$ cat config.mk
export PLATFORM = sky130hd
export DESIGN_NAME = add_substractor
export DESIGN_NICKNAME = d
export VERILOG_FILES = /design/src/rtl/add_substractor.sv
export SDC_FILE = /design/constraint.sdc
export NUM_CORES = 1
export LEC_CHECK = 0
export BUFFER_PORTS_ARGS = -buffer_cell sky130_fd_sc_hd__buf_2
export CAP_MARGIN = 0
export CORE_MARGIN = 2
export CORE_UTILIZATION = 37
export CTS_BUF_LIST = sky130_fd_sc_hd__clkbuf_8
export CTS_CLUSTER_DIAMETER = 120
export CTS_CLUSTER_SIZE = 24
export DETAILED_ROUTE_END_ITERATION = 10
export HOLD_SLACK_MARGIN = 0.02
export SETUP_SLACK_MARGIN = 0.3
export SLEW_MARGIN = 20
export SYNTH_ARGS = -nofsm -noshare
export SYNTH_HDL_FRONTEND = slang
export SYNTH_SLANG_ARGS = --single-unit
$ cat constraint.sdc
create_clock -name clk -period 1.32 [get_ports clk]
set_input_delay 0.264 -clock clk [delete_from_list [all_inputs] [get_ports clk]]
set_output_delay 0.264 -clock clk [all_outputs]
set_load 0.005 [all_outputs]
$ cat src/rtl/add_substractor.sv
// 8-bit ripple-carry add/subtract unit with registered result and flags.
// One-cycle latency, one operation per cycle, no back-pressure.
module add_substractor (
  input  logic       clk,
  input  logic       reset,
  input  logic       sub,
  input  logic [7:0] A,
  input  logic [7:0] B,
  input  logic       in_valid,
  output logic [8:0] out,
  output logic       out_valid,
  output logic       ovf,
  output logic       zero,
  output logic       neg
);

  logic [7:0] bx;
  logic [7:0] s;
  logic [8:0] c;
  logic       ovf_c;

  assign bx   = B ^ {8{sub}};
  assign c[0] = sub;

  // Full-adder cells chained through c[].
  for (genvar i = 0; i < 8; i++) begin : g_fa
    assign s[i]   = A[i] ^ bx[i] ^ c[i];
    assign c[i+1] = (A[i] & bx[i]) | (c[i] & (A[i] ^ bx[i]));
  end

  // Operands of effectively equal sign whose sum flips sign.
  assign ovf_c = (A[7] == bx[7]) && (s[7] != A[7]);

  always_ff @(posedge clk or posedge reset) begin
    if (reset) begin
      out       <= 9'h000;
      out_valid <= 1'b0;
      ovf       <= 1'b0;
      zero      <= 1'b0;
      neg       <= 1'b0;
    end else begin
      out_valid <= in_valid;
      if (in_valid) begin
        // Bit 8 is carry for add, borrow for subtract.
        out  <= {c[8] ^ sub, s};
        ovf  <= ovf_c;
        zero <= (s == 8'h00);
        neg  <= s[7];
      end
    end
  end

endmodule

## After elaboration in Yosys (flattened, before gate mapping)

Index checks and enable logic that the tools add are counted.

| storage, ports and cells | value |
|---|---|
| bits in writable memories | 0 |
| memories | 0 |
| output and inout bits | 13 |
| input bits | 20 |
| latch bits | 0 |
| bits in registers | 13 |
| bits in read-only memories | 0 |

| cells by class | value |
|---|---|
| shift-type cells | 0 |
| $add $sub $neg | 0 |
| equal/unequal tests | 2 |
| multiplexer cells | 0 |
| $lt $le $gt $ge | 0 |
| reductions and logical operators | 2 |
| multipliers | 0 |
| bitwise gates (word level) | 42 |
| divide/modulo/power cells | 0 |

Operator list:

| cell | number |
|---|---|
| 1-bit XOR | 17 |
| 1-bit bitwise AND | 16 |
| 8-bit logical NOT | 1 |
| 1-bit OR | 8 |
| 8-bit XOR | 1 |
| 1-bit equality test | 1 |
| 1-bit logical AND | 1 |
| 1-bit != test | 1 |

## Logic depth before layout (Yosys ltp)

| depth | value |
|---|---|
| depth after elaboration | 19 |
| gate-level depth with buffers | 14 |

## Worst setup path before layout

Ideal clock, no wire load.

| timing | value |
|---|---|
| kind | in2reg |
| start | in sub |
| end | reg zero |
| buffers on the path | 1 |
| stages on the path | 14 |
| setup slack | -2.348 ns |
| data required time | 1.253 ns |
| arrival | 3.601 ns |
| cells stage by stage | buf_4 xnor2_1 fa_1 fa_1 fa_1 inv_1 fa_1 inv_1 fa_1 fa_1 inv_1 fa_1 and4bb_1 a32o_1 |

| on the way | value |
|---|---|
| cells in the longest elaborated chain, start to end | 18 |

Ends and longest elaborated chain:

| item | line | text |
|---|---|---|
| start: declaration | 6 | `input logic sub,` |
| 8-bit XOR | 22 | `assign bx = B ^ {8{sub}};` |
| 1-bit XOR | 28 | `assign c[i+1] = (A[i] & bx[i]) \| (c[i] & (A[i] ^ bx[i]));` |
| 1-bit bitwise AND | 28 |  |
| 1-bit OR | 28 |  |
| 1-bit bitwise AND | 28 |  |
| 1-bit OR | 28 |  |
| 1-bit bitwise AND | 28 |  |
| 1-bit OR | 28 |  |
| (+3 left out) | n/a |  |
| 1-bit OR | 28 |  |
| 1-bit bitwise AND | 28 |  |
| 1-bit OR | 28 |  |
| 1-bit bitwise AND | 28 |  |
| 1-bit OR | 28 |  |
| 1-bit XOR * | 27 | `assign s[i] = A[i] ^ bx[i] ^ c[i];` |
| net s[7] | 18 | `logic [7:0] s;` |
| 8-bit logical NOT * | 47 | `zero <= (s == 8'h00);` |
| end signal: assignment | 47 |  |
| end: declaration | 13 | `output logic zero,` |

The timed path passes the listed nets; every way through them passes the cells marked *.
A chain may end at the register's enable or synchronous reset.

## Worst setup path after layout

Same ends and word-level chain as after synthesis.

==> impl_metrics.py <==
metrics = {
    "worst_setup_path": {
        "required_ps": 1500,
        "max_stage_delay_ps": 470,
        "reg2reg_from": "out[3]",
        "worst_ep_arrival_time_ps": 3450,
        "crit_path_frequent_cell": "fa_2",
        "r2r_cells": 4,
        "slowest_stage": "fa_2",
        "path_buf_inv": 4,
        "critPathTopFamily": "adder cells",
        "end_kind": "flop",
        "r2r_slack_ps": 420,
        "worstReg2RegEnd": "out[3]",
        "worstSetupPathType": "primary input to flop",
        "critPathMaxFanout": 3,
        "cp_cell_sequence": "buf_8, xnor2_4, fa_2, fa_2, fa_2, inv_2, fa_2, inv_2, fa_2, fa_2, inv_2, fa_2, and4bb_1, a32o_1",
        "critPathLaunchType": "primary input",
    },
    "die": {
        "die-area_um2": 2420,
        "die_w_um": 49.2,
        "initial_core_util_pct": 38.9,
        "ios": 33,
        "die-height_um": 49.2,
        "rows": 16,
        "core_um2": 1940,
    },
    "clock_network": {
        "cts_hold_buf": 0,
        "clock_sinks": 12,
        "cts_buffers": 3,
        "insertion_delay_ps": 240,
        "path_clk_slew_ps": 50,
        "cts_tree": "done",
        "cts_htree_levels": 1,
        "cts_buffer_depth": 2,
        "cts_root_buffer": "clkbuf_8",
    },
    "drt": {
        "routed_wl_um": 1540,
        "via_per_inst": 4.32,
        "drt-wirelength-per-cell_um": 11.0,
        "drt-pass1-iter-count": 2,
        "ant_nets": 0,
        "drtIter0Drc": 3,
        "via_count": 605,
        "drcViolationCount": 0,
    },
    "timing": {
        "slew_viol_final": 0,
        "max_freq_mhz": 306,
        "period_needed_ps": 3270,
        "relSlewSlack_pct": 70.0,
        "finalHoldViolCount": 0,
        "worst_slew_pin_slew_ps": 450,
        "setup_viol": 9,
        "period_share_pct": 248,
        "fin_ws_ps": -1950,
        "clock_skew_ps": 0,
        "rsz0062_at_grt": "yes",
    },
    "final_layout": {
        "nNetsFinal": 142,
        "utilization_pct": 60.3,
        "final.fill_count": 177,
        "n_antenna_cell": 0,
        "final_layout_size_suffix_gt1_share_pct": 61.9,
        "area_delta_synth_final_pct": 55.0,
    },
    "synth": {
        "yosysTopAreaCell": "dfrtp_1",
        "synth_xor_area_share_pct": 11.6,
        "synthTopCellsByArea": "dfrtp_1 40%, fa_1 19%, xnor2_1 9.3%",
        "netlist_top_cells_count": "12 x dfrtp_1, 10 x inv_1, 8 x xnor2_1, 7 x fa_1",
        "synth_compound_area_share_pct": 6.95,
        "ys.flop_type": "dfrtp_1",
        "synth-seq-area-share_pct": 39.7,
        "syn-instance-count": 66,
        "yosys_register_bits": 12,
        "synthesis.area_um2": 756,
        "yosys.area_share.simple_pct": 7.78,
        "muxShareOfSynthArea_pct": 4.30,
        "synth_cell_types": 18,
        "avgSynthCellArea_um2": 11.5,
        "synth_fa_ha_area_share_pct": 20.2,
        "synth_nets": 94,
        "ys_async_sr_fraction_pct": 100,
        "synth_top_family_by_area": "adder cells",
        "synth_edf_count": 0,
        "ys_warn_count": 0,
        "synth.most_common_cell": "dfrtp_1",
        "yosysTopAreaCellShare_pct": 39.7,
    },
    "power": {
        "p_leak_nw": 0.581,
        "irDropWorstVdd_v": 0.000521,
        "pwr-share-clk_pct": 27.6,
        "internal_power_mw": 1.05,
        "switching_share_pct": 28.3,
        "power_mw": 1.47,
        "power.density_nw_per_um2": 1260,
        "combPwrFrac_pct": 39.5,
        "p_seq_share_pct": 32.9,
        "netSwitchingPower_uw": 416,
    },
    "global_routing": {
        "overflow": 0,
        "antenna_found_initial": 0,
        "grt_usage_pct": 14.5,
        "grt_pass1_vias": 625,
        "grt_pass1_wl_um": 2640,
        "grt_max_degree": 19,
    },
    "worst_hold_path": {
        "holdCritPathClass": "primary input to asynchronous set/reset pin",
    },
    "status": {
        "violations": "negative setup slack",
        "status": "finished with violations",
    },
    "place": {
        "dp_hpwl_um": 1200,
        "numPortBuffers": 32,
        "gp_congestion": 0.741,
    },
    "run": {
        "maxCapViolCount": 0,
    },
}
==> worst max path at each step <==
stage	startpoint	end	cells past startpoint
2_1_floorplan	sub	zero	14
3_3_place_gp	sub	zero	14
3_5_place_dp	sub	zero	14
4_1_cts	sub	zero	14
5_1_grt	sub	zero	14
6_report	sub	zero	14
==> placed cells by master, fill, tap and decap left out <==
master / synthesis / routed
a21oi_1: 5 / 2
a21oi_2: 0 / 3
a32o_1: 1 / 1
and4_1: 1 / 1
and4bb_1: 1 / 1
buf_2: 0 / 30
buf_4: 3 / 14
buf_6: 1 / 2
buf_8: 0 / 1
clkbuf_8: 0 / 4
dfrtp_1: 12 / 12
fa_2: 0 / 7
ha_1: 1 / 1
inv_1: 10 / 7
inv_2: 0 / 3
mux2_2: 2 / 1
mux2_4: 0 / 1
mux2i_1: 1 / 1
nand2b_1: 3 / 3
nor2_1: 5 / 5
o21ai_1: 0 / 1
o21ai_2: 0 / 1
o31ai_2: 0 / 1
xnor2_1: 8 / 6
xnor2_2: 0 / 1
xnor2_4: 0 / 1
xor2_1: 2 / 2
==> logic make-up after synthesis <==
family                   count (synthesis)
AND/OR/NAND/NOR                         10
buffers and inverters                   14
multiplexers                             3
adder cells (fa/ha/maj)                  8
flip-flops                              12
AO/OA/AOI/OAI                            9
XOR/XNOR                                10
==> state kept, by name, summed over array words and instances, names as in the netlist <==
signal	flops
out	9
ovf	1
zero	1
out_valid	1
==> area by class of cell <==
cell class,instances,area (um^2),area share (%)
Timing Repair Buffer,47,293,25.0
Sequential cell,12,300,25.6
Clock buffer,4,55.1,4.70
Tap cell,27,33.8,2.88
Inverter,10,37.5,3.21
Multi-Input combinational cell,40,452,38.6
==> metal layers <==
metal  GRT usage, %  share of wire (%)
met5              0                  0
met4           7.14                1.9
met3           3.07                5.0
met2           25.2                 53
met1           16.6                 40
==> what timing repair did <==
item | CTS | global route
resized for setup | 15 | 1
pin swaps | 6 | 0
setup endpoints to repair | 15 | 21
setup buffers | 2 | 7
==> power groups by stage <==
stage / Clock [mW] / Sequential (mW) / Combinational (mW)
global route: 0.429 / 0.492 / 0.645
finish: 0.406 / 0.483 / 0.581
floorplan: 0 / 0.497 / 0.254
detailed placement: 0 / 0.493 / 0.434
global placement: 0 / 0.487 / 0.425
CTS: 0.413 / 0.487 / 0.514
==> metrics by stage <==
stage | TNS, ps | area (um^2) | hold slack, ps | setup WS (ps) | instances
floorplan | -12360 | 800 | 129 | -2080 | 66
global placement | -13250 | 992 | 290 | -2200 | 127
detailed placement | -13670 | 992 | 292 | -2250 | 127
CTS | -10910 | 1110 | 29.1 | -1970 | 133
global route | -11420 | 1170 | 72.3 | -2070 | 140
finish | -10800 | 1170 | 17.2 | -1950 | 140
Note: power is estimated with default switching activity, not from simulation.
